[config.mk]
export PLATFORM = sky130hd
export DESIGN_NAME = monitor_chan_writer
export DESIGN_NICKNAME = d
export VERILOG_FILES = /design/src/rtl/monitor_pkg.sv /design/src/rtl/mon_sync_fifo.sv /design/src/rtl/monitor_chan_writer.sv
export SDC_FILE = /design/constraint.sdc
export NUM_CORES = 1
export LEC_CHECK = 0
export BUFFER_PORTS_ARGS = -buffer_cell sky130_fd_sc_hd__buf_2
export CAP_MARGIN = 10
export CELL_PAD_IN_SITES_DETAIL_PLACEMENT = 1
export CELL_PAD_IN_SITES_GLOBAL_PLACEMENT = 1
export CORE_ASPECT_RATIO = 1.2
export CORE_MARGIN = 3
export CORE_UTILIZATION = 35
export DETAILED_ROUTE_END_ITERATION = 16
export GPL_ROUTABILITY_DRIVEN = 0
export GPL_TIMING_DRIVEN = 0
export PLACE_DENSITY_LB_ADDON = 0.1
export SKIP_LAST_GASP = 1
export SYNTH_ARGS = -nofsm -noshare
export SYNTH_HDL_FRONTEND = slang
export SYNTH_SLANG_ARGS = --single-unit
[constraint.sdc]
create_clock -name clk -period 8.2 [get_ports clk]
set_clock_uncertainty 0.2 [all_clocks]
set_input_delay 1.64 -clock clk [delete_from_list [all_inputs] [get_ports clk]]
set_output_delay 1.64 -clock clk [all_outputs]
set_load 0.03 [all_outputs]
[src/rtl/monitor_pkg.sv]
`default_nettype none
// ============================================================================
// Module   : monitor_pkg
// Brief    : Shared types and constants for the monitor channel-load path.
// Revision : 1.0  initial release
// ============================================================================
package monitor_pkg;

    typedef enum logic [2:0] {
        ST_IDLE    = 3'd0,
        ST_REQ     = 3'd1,
        ST_WAIT_WT = 3'd2,
        ST_STROBE  = 3'd3,
        ST_RELEASE = 3'd4
    } mon_state_t;

    localparam logic [8:0]  c_CH_MIN   = 9'o001;
    localparam logic [8:0]  c_CH_MAX   = 9'o077;
    localparam logic [15:0] c_CLR_ADDR = 16'h0000;

    localparam int c_ST_ERR_TMO = 15;
    localparam int c_ST_ERR_OVF = 14;
    localparam int c_ST_FULL    = 4;
    localparam int c_ST_EMPTY   = 3;
    localparam int c_ST_CNT_LSB = 0;

    // Occupancy as reported in status: saturates so it fits three bits.
    function automatic logic [2:0] sat_count(input logic [4:0] n);
        return (n > 5'd7) ? 3'd7 : n[2:0];
    endfunction

endpackage
`default_nettype wire

[src/rtl/mon_sync_fifo.sv]
`default_nettype none
// ============================================================================
// Module   : mon_sync_fifo
// Brief    : Synchronous FIFO, wrap-around pointers, simultaneous push/pop.
// Revision : 1.0  initial release
// ============================================================================
module mon_sync_fifo #(
    parameter int unsigned WIDTH = 24,
    parameter int unsigned DEPTH = 4
) (
    input  logic                     clk,
    input  logic                     rst,
    input  logic                     push,
    input  logic                     pop,
    input  logic [WIDTH-1:0]         wdata,
    output logic [WIDTH-1:0]         rdata,
    output logic                     full,
    output logic                     empty,
    output logic [$clog2(DEPTH):0]   count
);
    localparam int unsigned c_PTR_W = $clog2(DEPTH);
    localparam int unsigned c_CNT_W = c_PTR_W + 1;

    logic [WIDTH-1:0]   r_mem [DEPTH];
    logic [c_PTR_W-1:0] r_wr_ptr;
    logic [c_PTR_W-1:0] r_rd_ptr;
    logic [c_CNT_W-1:0] r_count;
    logic               w_do_push;
    logic               w_do_pop;

    // A pop frees the head slot this cycle, so a push into a full FIFO still fits.
    assign w_do_pop  = pop && (r_count != '0);
    assign w_do_push = push && ((r_count != c_CNT_W'(DEPTH)) || w_do_pop);

    always_ff @(posedge clk) begin
        if (rst) begin
            r_wr_ptr <= '0;
            r_rd_ptr <= '0;
            r_count  <= '0;
        end else begin
            if (w_do_push) r_wr_ptr <= r_wr_ptr + c_PTR_W'(1);
            if (w_do_pop)  r_rd_ptr <= r_rd_ptr + c_PTR_W'(1);
            if (w_do_push && !w_do_pop)      r_count <= r_count + c_CNT_W'(1);
            else if (w_do_pop && !w_do_push) r_count <= r_count - c_CNT_W'(1);
        end
    end

    always_ff @(posedge clk) begin
        if (w_do_push) r_mem[r_wr_ptr] <= wdata;
    end

    assign rdata = r_mem[r_rd_ptr];
    assign full  = (r_count == c_CNT_W'(DEPTH));
    assign empty = (r_count == '0);
    assign count = r_count;

endmodule
`default_nettype wire

[src/rtl/monitor_chan_writer.sv]
`default_nettype none
// ============================================================================
// Module   : monitor_chan_writer
// Brief    : Queues host channel writes and loads them via req/grant + monwt.
// Revision : 1.0  initial release
// ============================================================================
module monitor_chan_writer
    import monitor_pkg::*;
#(
    parameter int unsigned DEPTH   = 4,
    parameter int unsigned TIMEOUT = 1024
) (
    input  logic        clk,
    input  logic        rst,
    input  logic        write_en,
    input  logic [15:0] addr,
    input  logic [15:0] data_in,
    input  logic        monwt,
    input  logic        mload_grant,
    output logic        mload_req,
    output logic [8:0]  mload_ch,
    output logic [14:0] mload_data,
    output logic        mload_wr,
    output logic [15:0] status
);
    localparam int unsigned c_CNT_W = $clog2(DEPTH) + 1;
    localparam int unsigned c_TMO_W = $clog2(TIMEOUT) + 1;

    mon_state_t          r_state;
    mon_state_t          w_next;
    logic                w_ch_write;
    logic                w_clr;
    logic                w_pop;
    logic                w_load;
    logic                w_tmo_fire;
    logic                w_wr;
    logic                w_in_xfer;
    logic                w_tmo_hit;
    logic                w_overflow;
    logic                w_full;
    logic                w_empty;
    logic [c_CNT_W-1:0]  w_count;
    logic [23:0]         w_head;
    logic [c_TMO_W-1:0]  r_tmo;
    logic                r_req;
    logic [8:0]          r_ch;
    logic [14:0]         r_data;
    logic                r_err_tmo;
    logic                r_err_ovf;
    logic [15:0]         r_status;
    logic [15:0]         w_status_nx;
    logic                w_unused_data_msb;

    assign w_unused_data_msb = data_in[15];

    assign w_ch_write = write_en && (addr[15:9] == 7'd0) &&
                        (addr[8:0] >= c_CH_MIN) && (addr[8:0] <= c_CH_MAX);
    assign w_clr      = write_en && (addr == c_CLR_ADDR) && data_in[0];
    assign w_overflow = w_ch_write && w_full && !w_pop;
    assign w_tmo_hit  = (r_tmo == c_TMO_W'(TIMEOUT - 1));

    mon_sync_fifo #(
        .WIDTH (24),
        .DEPTH (DEPTH)
    ) u_fifo (
        .clk   (clk),
        .rst   (rst),
        .push  (w_ch_write),
        .pop   (w_pop),
        .wdata ({addr[8:0], data_in[14:0]}),
        .rdata (w_head),
        .full  (w_full),
        .empty (w_empty),
        .count (w_count)
    );

    always_ff @(posedge clk) begin
        if (rst) r_state <= ST_IDLE;
        else     r_state <= w_next;
    end

    always_comb begin
        w_next = r_state;
        case (r_state)
            ST_IDLE:    if (!w_empty)     w_next = ST_REQ;
            ST_REQ:     if (mload_grant)  w_next = ST_WAIT_WT;
                        else if (w_tmo_hit) w_next = ST_IDLE;
            ST_WAIT_WT: if (monwt)        w_next = ST_STROBE;
            ST_STROBE:                    w_next = ST_RELEASE;
            ST_RELEASE: if (!mload_grant) w_next = ST_IDLE;
            default:                      w_next = ST_IDLE;
        endcase
    end

    always_comb begin
        w_load     = (r_state == ST_IDLE) && !w_empty;
        w_tmo_fire = (r_state == ST_REQ) && !mload_grant && w_tmo_hit;
        w_wr       = (r_state == ST_STROBE);
        w_pop      = w_wr || w_tmo_fire;
        w_in_xfer  = (r_state == ST_REQ) || (r_state == ST_WAIT_WT) ||
                     (r_state == ST_STROBE);
    end

    // The request is registered from state, so it trails entry/exit by a cycle.
    always_ff @(posedge clk) begin
        if (rst) begin
            r_tmo     <= '0;
            r_req     <= 1'b0;
            r_ch      <= '0;
            r_data    <= '0;
            r_err_tmo <= 1'b0;
            r_err_ovf <= 1'b0;
            r_status  <= 16'h0008;
        end else begin
            r_req <= w_in_xfer;
            if (w_load) begin
                r_tmo  <= '0;
                r_ch   <= w_head[23:15];
                r_data <= w_head[14:0];
            end else if (r_state == ST_REQ) begin
                r_tmo  <= r_tmo + c_TMO_W'(1);
            end
            // A new error in the same cycle as a clear write is kept.
            if (w_clr) begin
                r_err_tmo <= 1'b0;
                r_err_ovf <= 1'b0;
            end
            if (w_tmo_fire) r_err_tmo <= 1'b1;
            if (w_overflow) r_err_ovf <= 1'b1;
            r_status <= w_status_nx;
        end
    end

    always_comb begin
        w_status_nx                       = '0;
        w_status_nx[c_ST_ERR_TMO]         = r_err_tmo;
        w_status_nx[c_ST_ERR_OVF]         = r_err_ovf;
        w_status_nx[c_ST_FULL]            = w_full;
        w_status_nx[c_ST_EMPTY]           = w_empty;
        w_status_nx[c_ST_CNT_LSB +: 3]    = sat_count(5'(w_count));
    end

    assign mload_req  = r_req;
    assign mload_ch   = r_ch;
    assign mload_data = r_data;
    assign mload_wr   = w_wr;
    assign status     = r_status;

endmodule
`default_nettype wire

==> qor.yml <==
worst_setup_path:
  critPathBufInv: 3
  worstReg2RegStart: "r_state[0]"
  startpoint: "mload_grant"
  critical-path-slowest-cell: "or4b_1"
  worst-path-max-fanout: 7
  endpoint_kind: "flip-flop"
  cp_data_arrival_time_ps: 4660
  path_cells: "buf_2, or4b_1, or4_1, clkbuf_2, a311oi_2, ha_1, inv_1, fa_1, xor2_1, or3_1, a21oi_1"
  cp-start-kind: "input pin"
  crit_type: "in -> reg"
  cp_top_family: "simple AND/OR/NAND/NOR gates"
  cp_data_required_time_ps: 8350
  critPathMaxStageDelay_ps: 520
synthesis:
  post_synth_num_cell_types: 47
  ys_top_cells_by_area: "edfxtp_1, dfxtp_1, mux4_2"
  syn_area_per_cell_sq_um: 14.4
  async_flop_share_pct: 0
  synthCells: 408
  ys.flop_type: "edfxtp_1"
  ys_seq_area_share_pct: 67.9
  synth_top_area_share_pct: 49.1
  synth_edf_count: 96
  synth_area_sq_mm: 0.00587
  ys_warn_count: 0
  ys_ff_latch: 151
  synth_top_area_cell: "edfxtp_1"
die:
  ios: 79
  die_w_microns: 124
  num_rows: 51
  initial_core_util_pct: 35.9
  dieHeight_microns: 148
  core_sq_mm: 0.0163
  design.die.area_sq_mm: 0.0184
final_layout:
  fillers: 1738
  n_antenna_cell: 0
  regArea_sq_mm: 0.00398
  num-nets-final: 551
  fin_area_sq_mm: 0.00716
  drive_gt1_share_pct: 28.1
  syn_to_final_growth_pct: 22.1
  finish.utilization_pct: 43.8
  multi_input_area_sq_mm: 0.00174
grt:
  grt_pass1_vias: 3820
  grt.total_usage_pct: 15.4
  grt_pass1_wl_microns: 21000
  grt_overflow: 0
  antenna_found_initial: 0
  grt_max_degree: 25
timing:
  drv_slew: 0
  rsz0062_at_grt: "no"
  fmax_mhz: 222
  timing.final.crit_share_pct: 54.9
  final_hold_viol_count: 0
  relSlewSlack_pct: 44.4
  post-route-min-period_ps: 4500
  setup_viol: 0
  tightest_slew_ps: 834
  tns_ps: 0
drt:
  wl_microns: 13300
  drtIter0Drc: 264
  ant_nets: 0
  drtPass1Iterations: 4
  routedWlPerCell_microns: 18.2
  via_per_inst: 4.85
  vias: 3551
  drc: 0
pwr:
  pwr-share-seq_pct: 49.2
  clkPwrFrac_pct: 47.0
  p_int_uw: 1260
  combPwrFrac_pct: 3.8
  worst_ir_drop_vdd_mv: 0.145
  p_sw_share_pct: 23.0
  p_switching_uw: 377
  p_leak_uw: 0.00252
  powerDensity_mw_per_mm2: 229
clock_network:
  cts_max_path_buffers: 2
  postCtsResizedCells: 0
  clk_latency_ps: 420
  ctsHoldBuffers: 0
  clock_sinks: 151
  cts_tree: "yes"
  clkTransAtPathRegs_ps: 70
  root_buffer: "clkbuf_16"
  postCtsSetupRepairBufs: 0
  cts_buffers: 17
  ctsHtreeMaxLevel: 4
placed_design:
  place_area_sq_mm: 0.00658
  hpwl_microns: 9200
  port_buffers: 68
outcome:
  status: "finished, final reports clean"
hold_path:
  hp-class: "reg -> reg"
  hold_start: "mload_data[4]"
job:
  cap_violations: 0
[layer usage]
layer	share of wire, %	vias up	track usage, %	wire (microns)
li1	-	1691	-	-
met1	45	1780	19.7	5930
met2	51	67	25.6	6800
met3	3.1	13	3.44	414
met4	1.3	0	5.26	170
met5	0	-	0	0
[placed cells by master, fill, tap and decap left out, types with 2 or more instances in the layout]
master      count
a21oi_1        29
and2_1          4
and3_1          2
buf_1           2
buf_16          2
buf_2          71
buf_4          10
clkbuf_1       14
clkbuf_16      17
clkinv_4        2
clkinvlp_4      2
conb_1          9
dfxtp_1        55
edfxtp_1       96
ha_1            6
inv_1           6
inv_6           4
inv_8           5
mux2_4          2
mux2i_1         4
mux4_2         24
nand2_1        55
nand2b_1        4
nand3_1         5
nand3b_1        2
nand4_1         4
nor2_1         22
nor2b_1         7
nor3_1          8
nor3b_1         2
nor4_1          4
nor4b_1         2
o21ai_0         3
or3_1           3
or4_1           2
xnor2_1         5
xor2_1          6
[final cells by class]
| class | instances | share of cell area [%] |
|---|---|---|
| clock buffer | 17 | 5.94 |
| multi-input combinational | 230 | 24.3 |
| sequential | 151 | 55.6 |
| timing repair buffer | 72 | 5.80 |
| buffer | 29 | 2.10 |
| clock inverter | 15 | 2.22 |
| inverter | 6 | 0.314 |
| tap | 212 | 3.70 |
[worst paths after layout]
path                           to  slack (ps)  cells past startpoint
setup reg to reg  u_fifo.count[2]        4580                     11
hold reg to reg     mload_data[4]         250                      2
setup / recovery  u_fifo.count[2]        3700                     11
hold / removal      mload_data[4]         250                      2
[worst min-delay path, delay by kind of cell (launching register included)]
family / cells / cell delay (ps)
flops: 1 / 310
compound gates: 1 / 50
simple gates: 1 / 50
[stage by stage]
step | std cells | hold WS (ps) | worst slack (ps) | total power, uW
floorplan | 416 | 231 | 3690 | 861
global placement | 696 | 242 | 3020 | 886
detailed placement | 700 | 245 | 3260 | 888
CTS | 732 | 255 | 3700 | 1660
global route | 732 | 277 | 3560 | 1700
finish | 732 | 252 | 3700 | 1640
[logic make-up (layout without fill, tap and decap cells)]
family	after synthesis	in the layout	share of synthesized area, %
AND/OR/NAND/NOR	133	133	11.2
adder cells (fa/ha/maj)	7	7	1.62
multiplexers	30	30	10.4
other	1	9	0.0639
AO/OA/AOI/OAI	40	40	4.22
buffers and inverters	35	139	2.94
flip-flops	151	151	67.9
XOR/XNOR	11	11	1.64
[flip-flops by register name, summed over array words and instances (netlist names)]
signal           count
u_fifo.r_mem        96
mload_data          15
r_tmo               11
mload_ch             9
status               7
r_state              3
u_fifo.count         3
u_fifo.r_rd_ptr      2
u_fifo.r_wr_ptr      2
mload_req            1
r_err_ovf            1
r_err_tmo            1
[synth_stat cells (all sizes together) (5+ instances only)]
master  count
xor2        6
xnor2       5
nor3        8
nand3       5
inv         6
buf        14
a21oi      29
nor2       22
and2        5
nand2      55
edfxtp     96
ha          6
nor2b       7
mux4       24
dfxtp      55
clkbuf     15
[power groups by stage]
stage          Sequential [uW]  Clock, uW  Combinational, uW
6_report                   808        771               62.4
5_1_grt                    807        820               68.8
4_1_cts                    808        789               63.9
3_5_place_dp               825          0               63.6
3_3_place_gp               824          0               61.3
2_1_floorplan              825          0               36.3
(Power assumes the default switching activity.)
